===== src/rtl/count_pkg.sv =====
// Shared constants and types for the up/down counter family.
//
// DIR_*  : encoding of the dir input (1 = up, 0 = down).
// MODE_* : encoding of the sat input (0 = wrap, 1 = saturate).
// op_e   : the operation selected for the coming edge, in priority order.
// clamp  : min(value, limit), used when loading.
package count_pkg;

    localparam logic DIR_UP    = 1'b1;
    localparam logic DIR_DOWN  = 1'b0;
    localparam logic MODE_WRAP = 1'b0;
    localparam logic MODE_SAT  = 1'b1;

    typedef enum logic [1:0] {
        OpHold,
        OpCount,
        OpLoad,
        OpReset
    } op_e;

    // Helper used when loading; returns the smaller of the two values.
    function automatic logic [31:0] clamp32(input logic [31:0] value, input logic [31:0] limit);
        return (value > limit) ? limit : value;
    endfunction

endpackage


===== src/rtl/count_next.sv =====
// Combinational next-count logic for one enabled step.
//
// Ports:
//   out     : current count
//   limit   : top of the range 0..limit
//   dir     : DIR_UP / DIR_DOWN
//   sat     : MODE_WRAP / MODE_SAT
//   nxt     : count after one enabled step
//   at_end  : current count sits at (or past) the end in the chosen direction
//   do_wrap : this step wraps around the range
//   blocked : this step is suppressed by saturation
module count_next
    import count_pkg::*;
#(
    parameter int unsigned WIDTH = 8
) (
    input  logic [WIDTH-1:0] out,
    input  logic [WIDTH-1:0] limit,
    input  logic             dir,
    input  logic             sat,
    output logic [WIDTH-1:0] nxt,
    output logic             at_end,
    output logic             do_wrap,
    output logic             blocked
);

    localparam logic [WIDTH-1:0] ONE  = {{(WIDTH-1){1'b0}}, 1'b1};
    localparam logic [WIDTH-1:0] ZERO = '0;

    always_comb begin
        nxt     = out;
        at_end  = 1'b0;
        do_wrap = 1'b0;
        blocked = 1'b0;

        if (dir == DIR_UP) begin
            // ">=" so a count left above a lowered limit still terminates
            at_end = (out >= limit);
            if (!at_end) begin
                // out < limit, so out + 1 cannot overflow WIDTH bits
                nxt = out + ONE;
            end else if (sat == MODE_SAT) begin
                nxt     = limit;
                blocked = 1'b1;
            end else begin
                nxt     = ZERO;
                do_wrap = 1'b1;
            end
        end else begin
            at_end = (out == ZERO);
            if (!at_end) begin
                // Counts down normally even when out > limit
                nxt = out - ONE;
            end else if (sat == MODE_SAT) begin
                nxt     = ZERO;
                blocked = 1'b1;
            end else begin
                nxt     = limit;
                do_wrap = 1'b1;
            end
        end
    end

endmodule


===== src/rtl/updown_count_n.sv =====
// Parametrised up/down counter with programmable terminal value, wrap or
// saturate mode, cascade terminal count, wrap pulse and sticky overflow.
//
// Parameters:
//   WIDTH     : counter width in bits (>= 2)
//   RESET_VAL : value of out after reset
// Ports:
//   clk   : clock, rising edge
//   rst   : synchronous active-high reset
//   en    : count enable (ignored while load is high)
//   dir   : 1 = up, 0 = down
//   load  : synchronous load of min(in, limit)
//   in    : load value
//   limit : terminal count, range is 0..limit
//   sat   : 1 = saturate at range ends, 0 = wrap
//   out   : registered count
//   tc    : combinational terminal count, for cascading into the next en
//   wrap  : registered one-cycle pulse after a wrapping edge
//   ovf   : sticky flag, a step was blocked by saturation
module updown_count_n
    import count_pkg::*;
#(
    parameter int unsigned          WIDTH     = 8,
    parameter logic [WIDTH-1:0]     RESET_VAL = '0
) (
    input  logic             clk,
    input  logic             rst,
    input  logic             en,
    input  logic             dir,
    input  logic             load,
    input  logic [WIDTH-1:0] in,
    input  logic [WIDTH-1:0] limit,
    input  logic             sat,
    output logic [WIDTH-1:0] out,
    output logic             tc,
    output logic             wrap,
    output logic             ovf
);

    logic [WIDTH-1:0] out_q, out_d;
    logic             wrap_q, wrap_d;
    logic             ovf_q, ovf_d;

    logic [WIDTH-1:0] step_nxt;
    logic             step_at_end;
    logic             step_wrap;
    logic             step_blocked;
    logic [WIDTH-1:0] load_val;
    op_e              op;

    count_next #(
        .WIDTH (WIDTH)
    ) u_count_next (
        .out     (out_q),
        .limit   (limit),
        .dir     (dir),
        .sat     (sat),
        .nxt     (step_nxt),
        .at_end  (step_at_end),
        .do_wrap (step_wrap),
        .blocked (step_blocked)
    );

    // Loads never place the count above the current limit
    assign load_val = (in > limit) ? limit : in;

    // Priority: rst > load > en > hold
    always_comb begin
        op = OpHold;
        if (rst) begin
            op = OpReset;
        end else if (load) begin
            op = OpLoad;
        end else if (en) begin
            op = OpCount;
        end
    end

    always_comb begin
        out_d  = out_q;
        wrap_d = 1'b0;
        ovf_d  = ovf_q;
        unique case (op)
            OpReset: begin
                out_d = RESET_VAL;
                ovf_d = 1'b0;
            end
            OpLoad: begin
                out_d = load_val;
                ovf_d = 1'b0;
            end
            OpCount: begin
                out_d  = step_nxt;
                wrap_d = step_wrap;
                ovf_d  = ovf_q | step_blocked;
            end
            OpHold: begin
                out_d = out_q;
            end
            default: begin
                out_d = out_q;
            end
        endcase
    end

    always_ff @(posedge clk) begin
        out_q  <= out_d;
        wrap_q <= wrap_d;
        ovf_q  <= ovf_d;
    end

    assign out  = out_q;
    assign wrap = wrap_q;
    assign ovf  = ovf_q;
    // Asserted regardless of sat so a saturating lower stage still ripples
    assign tc   = en & ~load & step_at_end;

endmodule


===== config.mk =====
export PLATFORM = sky130hd
export DESIGN_NAME = updown_count_n
export DESIGN_NICKNAME = d
export VERILOG_FILES = /design/src/rtl/count_pkg.sv /design/src/rtl/count_next.sv /design/src/rtl/updown_count_n.sv
export SDC_FILE = /design/constraint.sdc
export NUM_CORES = 1
export LEC_CHECK = 0
export ABC_AREA = 1
export CAP_MARGIN = 40
export CORE_ASPECT_RATIO = 1.75
export CORE_UTILIZATION = 30
export CTS_BUF_LIST = sky130_fd_sc_hd__clkbuf_8
export DETAILED_ROUTE_END_ITERATION = 16
export SLEW_MARGIN = 40
export SYNTH_ARGS = -nofsm -noshare
export SYNTH_HDL_FRONTEND = slang
export SYNTH_HIERARCHICAL = 1
export SYNTH_SLANG_ARGS = --single-unit
export TNS_END_PERCENT = 1

===== constraint.sdc =====
create_clock -name clk -period 4.3 [get_ports clk]
set_input_delay 0.86 -clock clk [delete_from_list [all_inputs] [get_ports clk]]
set_output_delay 0.86 -clock clk [all_outputs]
set_load 0.005 [all_outputs]

==> results.md, run 1 <==
* WS Path Type: in2out
* Max incr delay on CP at 0.53 ns
* Req. time, crit path at 3.44 ns
* Least-Margin Pin Slew at 0.551 ns
* RSZ-0062 raised after global routing: no
* Total track usage at 16.9%
* Combinational share of power at 55.8%
* Ys async rst share at 0%
* Avg Vias per Cell at 4.65
* Sequential fraction of the synthesis area at 15.9%
* Largest net degree at the start of global routing at 12
* Mapped Area at 0.00182 mm^2
* Number of I/O pins at 33
* # Post-CTS Setup Buffers at 0
* DRC at 0
* Max Cap Violations at 0
* Final Skew at 0.00427 ns
* CP cell instances: clkdlybuf4s50_1 > inv_1 > ha_1 > nand2_1 > nor2_1 > nor2_1 > nand2_1 > nand2_2 > nand2_2 > o21bai_4 > inv_1 > nor3b_1 > clkdlybuf4s50_1
* Area growth, synth to finish at 23.5%
* Final wirelength at 5.08 mm
* Power per cell area at 236 mW/mm^2
* HPWL after detailed placement at 4.27 mm
* Reg power frac at 25.5%
* Via Count at 1848
* Yosys warnings at 6
* Syn_nets at 330
* Synthesized flop and latch total at 10
* First-pass GRT wire length at 8.06 mm
* Core area at 0.00588 mm^2
* Switch Pwr at 228 uW
* CP max stage cell: clkdlybuf4s50_1
* CTS tree: yes
* Total Nets Final at 364
* GP Congestion at 0.909
* CTS Sinks at 10
* Syn Area/Cell at 6.37 um^2
* Fillers at 664
* Layout cells sized above 1 at 10.3%
* Slew Viols, Final at 0
* First-iteration detailed-routing DRC count at 52
* Die span in y at 105 um
* Part of the power in the clock network at 18.7%
* Worst vdd ir at 0.0000999 V
* Antenna Nets Post-Route at 0
* Endpoints failing setup at 0
* Antenna violations before repair at 0
* Min cycle time layout at 4.03 ns
* Slew HR at 63.1%
* F_max at 248 MHz
* WL/cell at 12.8 um
* Cts repair resizes at 0
* EDFF count, synth at 9
* Clock-pin slew on the worst setup and hold paths at 0.05 ns
* Sw frac at 43.1%
* Largest area contributor in the synthesized netlist: nand2_1
* Starting Density at 31.0%
* Synth unique cells at 33
* Die ar. at 0.00640 mm^2
* Die width at 60.9 um
* Dominant synthesized flop cell: edfxtp_1
* DP Area at 0.00220 mm^2
* Global route overflow at 0
* CP Capture Type: primary output
* Number of global-route vias before repair at 1744
* 1st-pass router iterations at 4
* Finished layout cell area at 0.00225 mm^2
* H-Tree Depth at 1
* Outcome: finished clean
* Most frequent cells after synthesis: nand2_1, inv_1, nand3_1
* Synth area leaders: nand2_1, ha_1, edfxtp_1
* Leakage power total at 1.14 nW
* Port bufs at 32
* Cell count after synthesis at 286
* Cell family with most CP delay: buffers and inverters
* Most frequent cell after synthesis: nand2_1
* Row cnt at 37
* N_diodes at 0
* WP buf/inv at 4
* CP Data Arrival Time at 3.17 ns
* Crit-path max FO at 9
* Hold-fix buffers, CTS at 0
* CTS root buf: clkbuf_8
* Total Neg Setup Slack at 0 ns
* CP startpoint kind: primary input
* Clk buf depth at 2
* Final Hold Fails at 0
* Total CTS buffers at 3
* HP Class: reg2reg
* Tcrit/Tclk final at 93.7%
* Skew-Pair Late Insertion Delay at 0.23 ns
* Share of the synthesized area in the top cell type at 16.5%
* Internal power at 302 uW
## metal layers
metal | share of wire, % | vias up | routed length, um | track usage (%)
li1 | - | 971 | - | -
met1 | 38 | 828 | 1930 | 17.2
met2 | 57 | 36 | 2890 | 32.1
met3 | 1.6 | 13 | 83 | 0.990
met4 | 3.5 | 0 | 176 | 8.44
met5 | 0 | - | 0 | 0
## state kept, by name, indices dropped and copies added, names as in the netlist
signal	flops
wrap	1
ovf	1
out	8
## path summary, 6_finish.rpt
path,slack (ns),end,from,cells past startpoint
worst max-delay path,0.27,tc,limit[3],13
worst min-delay path,0.55,ovf,ovf,1
worst max register to register,1.98,out[6],out[0],14
worst min register to register,0.55,ovf,ovf,1
## worst register-to-register path: stages (launching register included)
cell and delay, ns:
edfxtp_1 0.48, inv_1 0.24, ha_1 0.27, nand2_1 0.06, nor2_1 0.04, nor2_1 0.08
nand2_1 0.11, nand2_2 0.18, nand2_2 0.10, buf_4 0.18, nand2_1 0.08, nand3_1 0.07
nand2_1 0.08, nand2_1 0.05, a21oi_1 0.16
## cell type report
cell class / instances / area, um^2 / share of cell area, %
multi-input cells: 220 / 1290 / 57.3
clock inverters: 1 / 3.75 / 0.167
flip-flops and latches: 10 / 290 / 12.9
clock buffers: 3 / 41.3 / 1.84
well taps: 78 / 97.6 / 4.34
repair buffers: 34 / 335 / 14.9
inverters: 51 / 193 / 8.57
## through the flow
stage | utilization, % | cells | total power, mW | hold WS, ns | setup slack, ns
2_1_floorplan | - | 286 | 0.334 | 0.547 | 1.40
3_3_place_gp | 37.5 | 393 | 0.429 | 0.557 | 0.317
3_5_place_dp | 37.5 | 393 | 0.429 | 0.546 | 0.273
4_1_cts | 38.3 | 397 | 0.530 | 0.557 | 0.269
5_1_grt | 38.3 | 397 | 0.575 | 0.575 | 0.108
6_report | 38.3 | 397 | 0.530 | 0.553 | 0.272
## kinds of logic after synthesis
kind of cell	after synthesis	synth area share, %
and+or+nand+nor	166	43.8
xor gates and xnor gates	7	3.37
adders and majority gates	22	15.1
buffers and inverters	56	13.3
AOI/OAI and AO/OA	25	8.45
DFF	10	15.9
## cells in the final DEF, fill, tap and decap left out, types with 2 or more instances in the layout
master           count
a21o_1               2
ha_1                22
edfxtp_1             9
buf_4                2
clkbuf_8             3
nor2_2               4
nor2_1              20
inv_1               46
clkdlybuf4s50_1     32
o21ai_1              4
nand2_1             80
nand3_1             43
nor2_4               4
nand2_4              2
nand2_2              8
a21oi_1             13
xor2_1               6
inv_2                4
## power groups by stage
stage	Clock (mW)	Sequential, mW	Combinational (mW)
2_1_floorplan	0	0.131	0.203
3_3_place_gp	0	0.137	0.291
3_5_place_dp	0	0.137	0.292
4_1_cts	0.101	0.135	0.294
5_1_grt	0.107	0.137	0.331
6_report	0.0990	0.135	0.296
(Power assumes the default switching activity.)
==> inputs of run 2 (changes only) <==
--- a/config.mk
+++ b/config.mk
@@ -11,6 +11,7 @@
 export CORE_UTILIZATION = 30
 export CTS_BUF_LIST = sky130_fd_sc_hd__clkbuf_8
 export DETAILED_ROUTE_END_ITERATION = 16
+export DONT_BUFFER_PORTS = 1
 export SLEW_MARGIN = 40
 export SYNTH_ARGS = -nofsm -noshare
 export SYNTH_HDL_FRONTEND = slang
==> run 2 against run 1 <==
Compared with the run above:
- sequential cell count stayed put
- utilization is 5.7 points lower
- cell count is 8.6% lower
- sequential power hardly changed
- non-clock buffer count is 34 lower
- largest cell class unchanged
- die area stayed put
- power is 9.7% lower
- clock power is 1% lower
- final area is 15% lower
- sequential share of layout area is 2.3 points higher
- clock skew is 0.00079 ns higher
- clock-buffer cell count stayed put
==> results.md, run 2 (synthesis results as in run 1) <==
* Final Skew at 0.00506 ns (was 0.00427 ns)
* F_max at 324 MHz (was 248 MHz)
* Slew Viols, Final at 0 (unchanged)
* Worst R2R End: ovf (was out[6])
* # Post-CTS Setup Buffers at 0 (unchanged)
* N_diodes at 0 (unchanged)
* WL met3 at 177 um (was 83 um)
* Starting Density at 31.0% (unchanged)
* Cts repair resizes at 0 (unchanged)
* DRC at 0 (unchanged)
* CP Capture Type: primary output (unchanged)
* Layout cells sized above 1 at 10.9% (was 10.3%)
* Hold depth at 1 (unchanged)
* CTS Sinks at 10 (unchanged)
* First-iteration detailed-routing DRC count at 43 (was 52)
* HPWL after detailed placement at 4.21 mm (was 4.27 mm)
* Die width at 60.9 um (unchanged)
* Total track usage at 16.7% (was 16.9%)
* Global route overflow at 0 (unchanged)
* GP Congestion at 0.901 (was 0.909)
* Worst vdd ir at 0.000106 V (was 0.0000999 V)
* WL/cell at 13.5 um (was 12.8 um)
* Port bufs at 0 (was 32)
* Req. time, crit path at 3.44 ns (about the same)
* Avg Vias per Cell at 4.79 (was 4.65)
* Final wirelength at 4.90 mm (was 5.08 mm)
* Via Count at 1740 (was 1848)
* Least-Margin Pin Slew at 0.419 ns (was 0.551 ns)
* Tcrit/Tclk final at 71.7% (was 93.7%)
* Largest net degree at the start of global routing at 12 (unchanged)
* Layout Cells excl Fill at 363 (was 397)
* Max Cap Violations at 0 (unchanged)
* H-Tree Depth at 1 (unchanged)
* Skew-Pair Late Insertion Delay at 0.23 ns (about the same)
* Met1 wire length at 1.72 mm (was 1.93 mm)
* Slew HR at 72.1% (was 63.1%)
* Die ar. at 0.00640 mm^2 (unchanged)
* Max reg flops at 8 (unchanged)
* Hold path endpoint: ovf (unchanged)
* Hold slack at 0.586 ns (was 0.553 ns)
* Total Neg Setup Slack at 0 ns (unchanged)
* CTS tree: yes (unchanged)
* Antenna violations before repair at 0 (unchanged)
* CP startpoint kind: primary input (unchanged)
* RSZ-0062 raised after global routing: no (unchanged)
* 1st-pass router iterations at 4 (unchanged)
* Total CTS buffers at 3 (unchanged)
* Number of I/O pins at 33 (unchanged)
* Flop2flop setup slack at 2.06 ns (was 1.98 ns)
* CTS root buf: clkbuf_8 (unchanged)
* HP Class: reg2reg (unchanged)
* Core area at 0.00588 mm^2 (unchanged)
* CP Data Arrival Time at 2.22 ns (was 3.17 ns)
* Hold-fix buffers, CTS at 0 (unchanged)
* WS Path Type: in2out (unchanged)
* Pre-CTS setup slack at 1.22 ns (was 0.273 ns)
* Antenna Nets Post-Route at 0 (unchanged)
* Leakage power total at 1.01 nW (was 1.14 nW)
* Commonest non-fill, non-tap cell in the layout: nand2_1 (unchanged)
* Clock-pin slew on the worst setup and hold paths at 0.05 ns (about the same)
* Final Hold Fails at 0 (unchanged)
* Uppermost layer routed: met4 (unchanged)
* Area growth, synth to finish at 5.08% (was 23.5%)
* Util after Layout at 32.6% (was 38.3%)
* Crit-path max FO at 9 (unchanged)
* Path depth of the worst reg2reg path at 11 (was 14)
* First-pass GRT wire length at 8.13 mm (was 8.06 mm)
* Crit Reg-Reg Startpoint: out[0] (unchanged)
* Most frequent cells in the layout: nand2_1, inv_1, nand3_1, ha_1, nor2_1 (was nand2_1, inv_1, nand3_1, clkdlybuf4s50_1, ha_1)
* Endpoints failing setup at 0 (unchanged)
* Clk buf depth at 2 (unchanged)
* Row cnt at 37 (unchanged)
* Outcome: finished clean (unchanged)
* Met2 WL at 2.74 mm (was 2.89 mm)
* Power per cell area at 250 mW/mm^2 (was 236 mW/mm^2)
* Die span in y at 105 um (unchanged)
* Dpl cells at 359 (was 393)
* Min cycle time layout at 3.08 ns (was 4.03 ns)
* Hold Startpoint: ovf (unchanged)
* Total Nets Final at 330 (was 364)
* Number of global-route vias before repair at 1816 (was 1744)
* Final worst slack at 1.22 ns (was 0.272 ns)
run 2: cell count changes in the layout (fill, tap and decap cells not counted), sizes merged:
cell / delta
inv: +1
clkdlybuf4s50: -32
clkinv: -1
buf: -2
run 2: worst max-delay path: stages:
cell and delay (ns):
inv_1 0.03, ha_1 0.30, nand2_1 0.06, nand2_1 0.05, nor2_1 0.10, nand2_1 0.08
nand2_2 0.15, nand2_2 0.19, o21bai_4 0.20, inv_1 0.05, nor3b_1 0.14
run 2: area by class of cell:
type / instances / area, um^2
Multi-Input combinational cell: 220 / 1290
Inverter: 51 / 193
Clock buffer: 3 / 41.3
Sequential cell: 10 / 290
Fill cell: 675 / 3970
Clock inverter: 1 / 3.75
Tap cell: 78 / 97.6
run 2: worst max path at each step:
stage	from	slack (ns)	endpoint
after floorplan	limit[7]	1.40	tc
after global placement	limit[3]	1.26	tc
after detailed placement	limit[3]	1.22	tc
after CTS	limit[3]	1.22	tc
after global routing	out[0]	1.05	tc
final	limit[3]	1.22	tc
run 2: layer usage:
metal  global-route usage, %  vias to the layer above
met5                       0                        -
met1                    16.4                      765
met2                    30.8                       48
li1                        -                      906
met4                    10.7                        0
met3                    1.73                       21
run 2: through the flow:
step                      cell area, um^2  power [mW]
after floorplan                      1820       0.334
final                                1910       0.478
after CTS                            1910       0.482
after global routing                 1910       0.521
after global placement               1870       0.382
after detailed placement             1870       0.382
run 2: where the power goes:
part / switching [mW] / internal, mW / leakage, nW
clock network: 0.0355 / 0.0624 / 0.0269
registers: 0.0201 / 0.117 / 0.113
logic: 0.154 / 0.0900 / 0.872
total: 0.209 / 0.269 / 1.01
==> inputs of run 3 (changes only) <==
==> constraint.sdc (replaced) <==
create_clock -name clk -period 2.75 [get_ports clk]
set_input_delay 0.55 -clock clk [delete_from_list [all_inputs] [get_ports clk]]
set_output_delay 0.55 -clock clk [all_outputs]
set_load 0.005 [all_outputs]
==> run 3 against run 2 <==
Compared with the run above:
- utilization is 0.77 points higher
- global-route usage is 0.89 points higher
- combinational power is 68% higher
- clock-buffer cell count stayed put
- sequential power is 44% higher
- via count is 1.1% higher
- cell count is 1.7% higher
- routed wire length is 3.6% higher
- first-iteration DRC count is 14% higher
- sequential cell count stayed put
- critical endpoint unchanged
- largest power group unchanged
==> results.md, run 3 (synthesis results as in run 1) <==
* Outcome: finished clean (unchanged)
* Die width at 60.9 um (unchanged)
* Worst vdd ir at 0.000145 V (was 0.000106 V)
* Most common cell on crit path: nand2_2 (was nand2_1)
* # Post-CTS Setup Buffers at 0 (unchanged)
* Max Cap Violations at 0 (unchanged)
* CP cell instances: ha_1 > nand2_1 > nor2_1 > nand2_2 > nand2_2 > o21bai_4 > inv_1 > nor3b_1 (was inv_1 > ha_1 > nand2_1 > nand2_1 > nor2_1 > nand2_1 > nand2_2 > nand2_2 > o21bai_4 > inv_1 > nor3b_1)
* First-pass GRT wire length at 8.53 mm (was 8.13 mm)
* Power per cell area at 392 mW/mm^2 (was 250 mW/mm^2)
* Total Neg Setup Slack at 0 ns (unchanged)
* CP startpoint kind: flip-flop (was primary input)
* CTS root buf: clkbuf_8 (unchanged)
* DRC at 0 (unchanged)
* H-Tree Depth at 1 (unchanged)
* WL/cell at 13.8 um (was 13.5 um)
* Antenna violations before repair at 0 (unchanged)
* Tcrit/Tclk final at 93.4%
* Die span in y at 105 um (unchanged)
* CP max stage cell: edfxtp_1 (was ha_1)
* GP Congestion at 0.942 (was 0.901)
* Antenna Nets Post-Route at 0 (unchanged)
* Clk buf depth at 2 (unchanged)
* Internal power at 432 uW (was 269 uW)
* Via Count at 1759 (was 1740)
* WS Path Type: reg2out (was in2out)
* CTS Sinks at 10 (unchanged)
* Commonest non-fill, non-tap cell in the layout: nand2_1 (unchanged)
* Hold-fix buffers, CTS at 0 (unchanged)
* Avg Vias per Cell at 4.77 (was 4.79)
* F_max at 389 MHz
* RSZ-0062 raised after global routing: no (unchanged)
* Slew Viols, Final at 0 (unchanged)
* Core area at 0.00588 mm^2 (unchanged)
* CTS tree: yes (unchanged)
* HPWL after detailed placement at 4.32 mm (was 4.21 mm)
* Port bufs at 0 (unchanged)
* Number of I/O pins at 33 (unchanged)
* Largest net degree at the start of global routing at 12 (unchanged)
* Final Skew at 0.00392 ns (was 0.00506 ns)
* Fillers at 673 (was 675)
* Final wirelength at 5.08 mm (was 4.90 mm)
* N_diodes at 0 (unchanged)
* Cts repair resizes at 0 (unchanged)
* Area growth, synth to finish at 7.56% (was 5.08%)
* Most frequent cells in the layout: nand2_1, inv_1, nand3_1, ha_1, nor2_1 (unchanged)
* Part of the power in the clock network at 20.9% (was 20.4%)
* Layout cells sized above 1 at 12.7% (was 10.9%)
* Number of global-route vias before repair at 1913 (was 1816)
* 1st-pass router iterations at 5 (was 4)
* Max incr delay on CP at 0.48 ns (was 0.30 ns)
* Row cnt at 37 (unchanged)
* Final Hold Fails at 0 (unchanged)
* Skew-Pair Late Insertion Delay at 0.24 ns (was 0.23 ns)
* Register area at 290 um^2 (unchanged)
* Req. time, crit path at 2.20 ns (was 3.44 ns)
* Sw frac at 43.7% (was 43.8%)
* Total track usage at 17.6% (was 16.7%)
* Max reg flops at 8 (unchanged)
* Starting Density at 31.0% (unchanged)
* Endpoints failing setup at 0 (unchanged)
* Hold slack at 0.465 ns (was 0.586 ns)
* Clock-pin slew on the worst setup and hold paths at 0.05 ns (about the same)
* Min cycle time layout at 2.57 ns
* HP Class: in2reg (was reg2reg)
* First-iteration detailed-routing DRC count at 49 (was 43)
* Total Nets Final at 336 (was 330)
* CP Data Arrival Time at 2.02 ns (was 2.22 ns)
* Die ar. at 0.00640 mm^2 (unchanged)
* Leakage power total at 1.04 nW (was 1.01 nW)
* Global route overflow at 0 (unchanged)
* Combinational share of power at 53.4% (was 51.0%)
* Slew HR at 73.4% (was 72.1%)
* CP Capture Type: primary output (unchanged)
* Crit-path max FO at 9 (unchanged)
* Least-Margin Pin Slew at 0.398 ns (was 0.419 ns)
* Reg power frac at 25.7% (was 28.6%)
* Multi-input gate area at 0.00129 mm^2 (unchanged)
* Total CTS buffers at 3 (unchanged)
* Switch Pwr at 335 uW (was 209 uW)
[run 3: worst max-delay path: cells and delay by family, from the launching register on]
kind	cells	cell delay [ns]
AO/OA/AOI/OAI	1	0.07
buffers and inverters	1	0.05
flip-flops	1	0.48
AND/OR/NAND/NOR	5	0.83
adder cells (fa/ha/maj)	1	0.34
[run 3: layout make-up]
cell class / count / share of cell area (%)
tap: 78 / 4.98
sequential: 10 / 14.8
inverter: 51 / 9.83
timing repair buffer: 6 / 2.30
clock inverter: 1 / 0.192
clock buffer: 3 / 2.11
multi-input combinational: 220 / 65.8
[run 3: stage by stage]
stage | instance area (um^2) | setup WS (ns) | utilization [%] | instances | total power [mW]
after CTS | 1960 | 0.174 | 33.3 | 369 | 0.769
final | 1960 | 0.181 | 33.3 | 369 | 0.768
after floorplan | 1820 | 0.468 | - | 286 | 0.522
after global routing | 1960 | 0.0265 | 33.3 | 369 | 0.834
after detailed placement | 1910 | 0.405 | 32.6 | 365 | 0.604
after global placement | 1910 | 0.394 | 32.6 | 365 | 0.603
[run 3: path summary, 6_finish.rpt]
| kind | endpoint | startpoint | cells after the start | slack [ns] |
|---|---|---|---|---|
| worst min register to register | ovf | ovf | 1 | 0.62 |
| worst min-delay path | wrap | sat | 3 | 0.46 |
| worst max register to register | out[3] | out[0] | 14 | 0.54 |
| worst max-delay path | tc | out[7] | 8 | 0.18 |
[run 3: per-layer routing]
layer  routed length [um]  GRT usage (%)
met2                 2970           33.5
met5                    0              0
met3                  188           1.86
met4                  169           11.9
met1                 1760           16.0
[run 3: power by group through the flow]
stage	registers [mW]	logic (mW)	clock network, mW
final	0.197	0.410	0.161
after global routing	0.199	0.465	0.170
after CTS	0.197	0.408	0.164
after detailed placement	0.200	0.404	0
after global placement	0.200	0.403	0
after floorplan	0.204	0.317	0
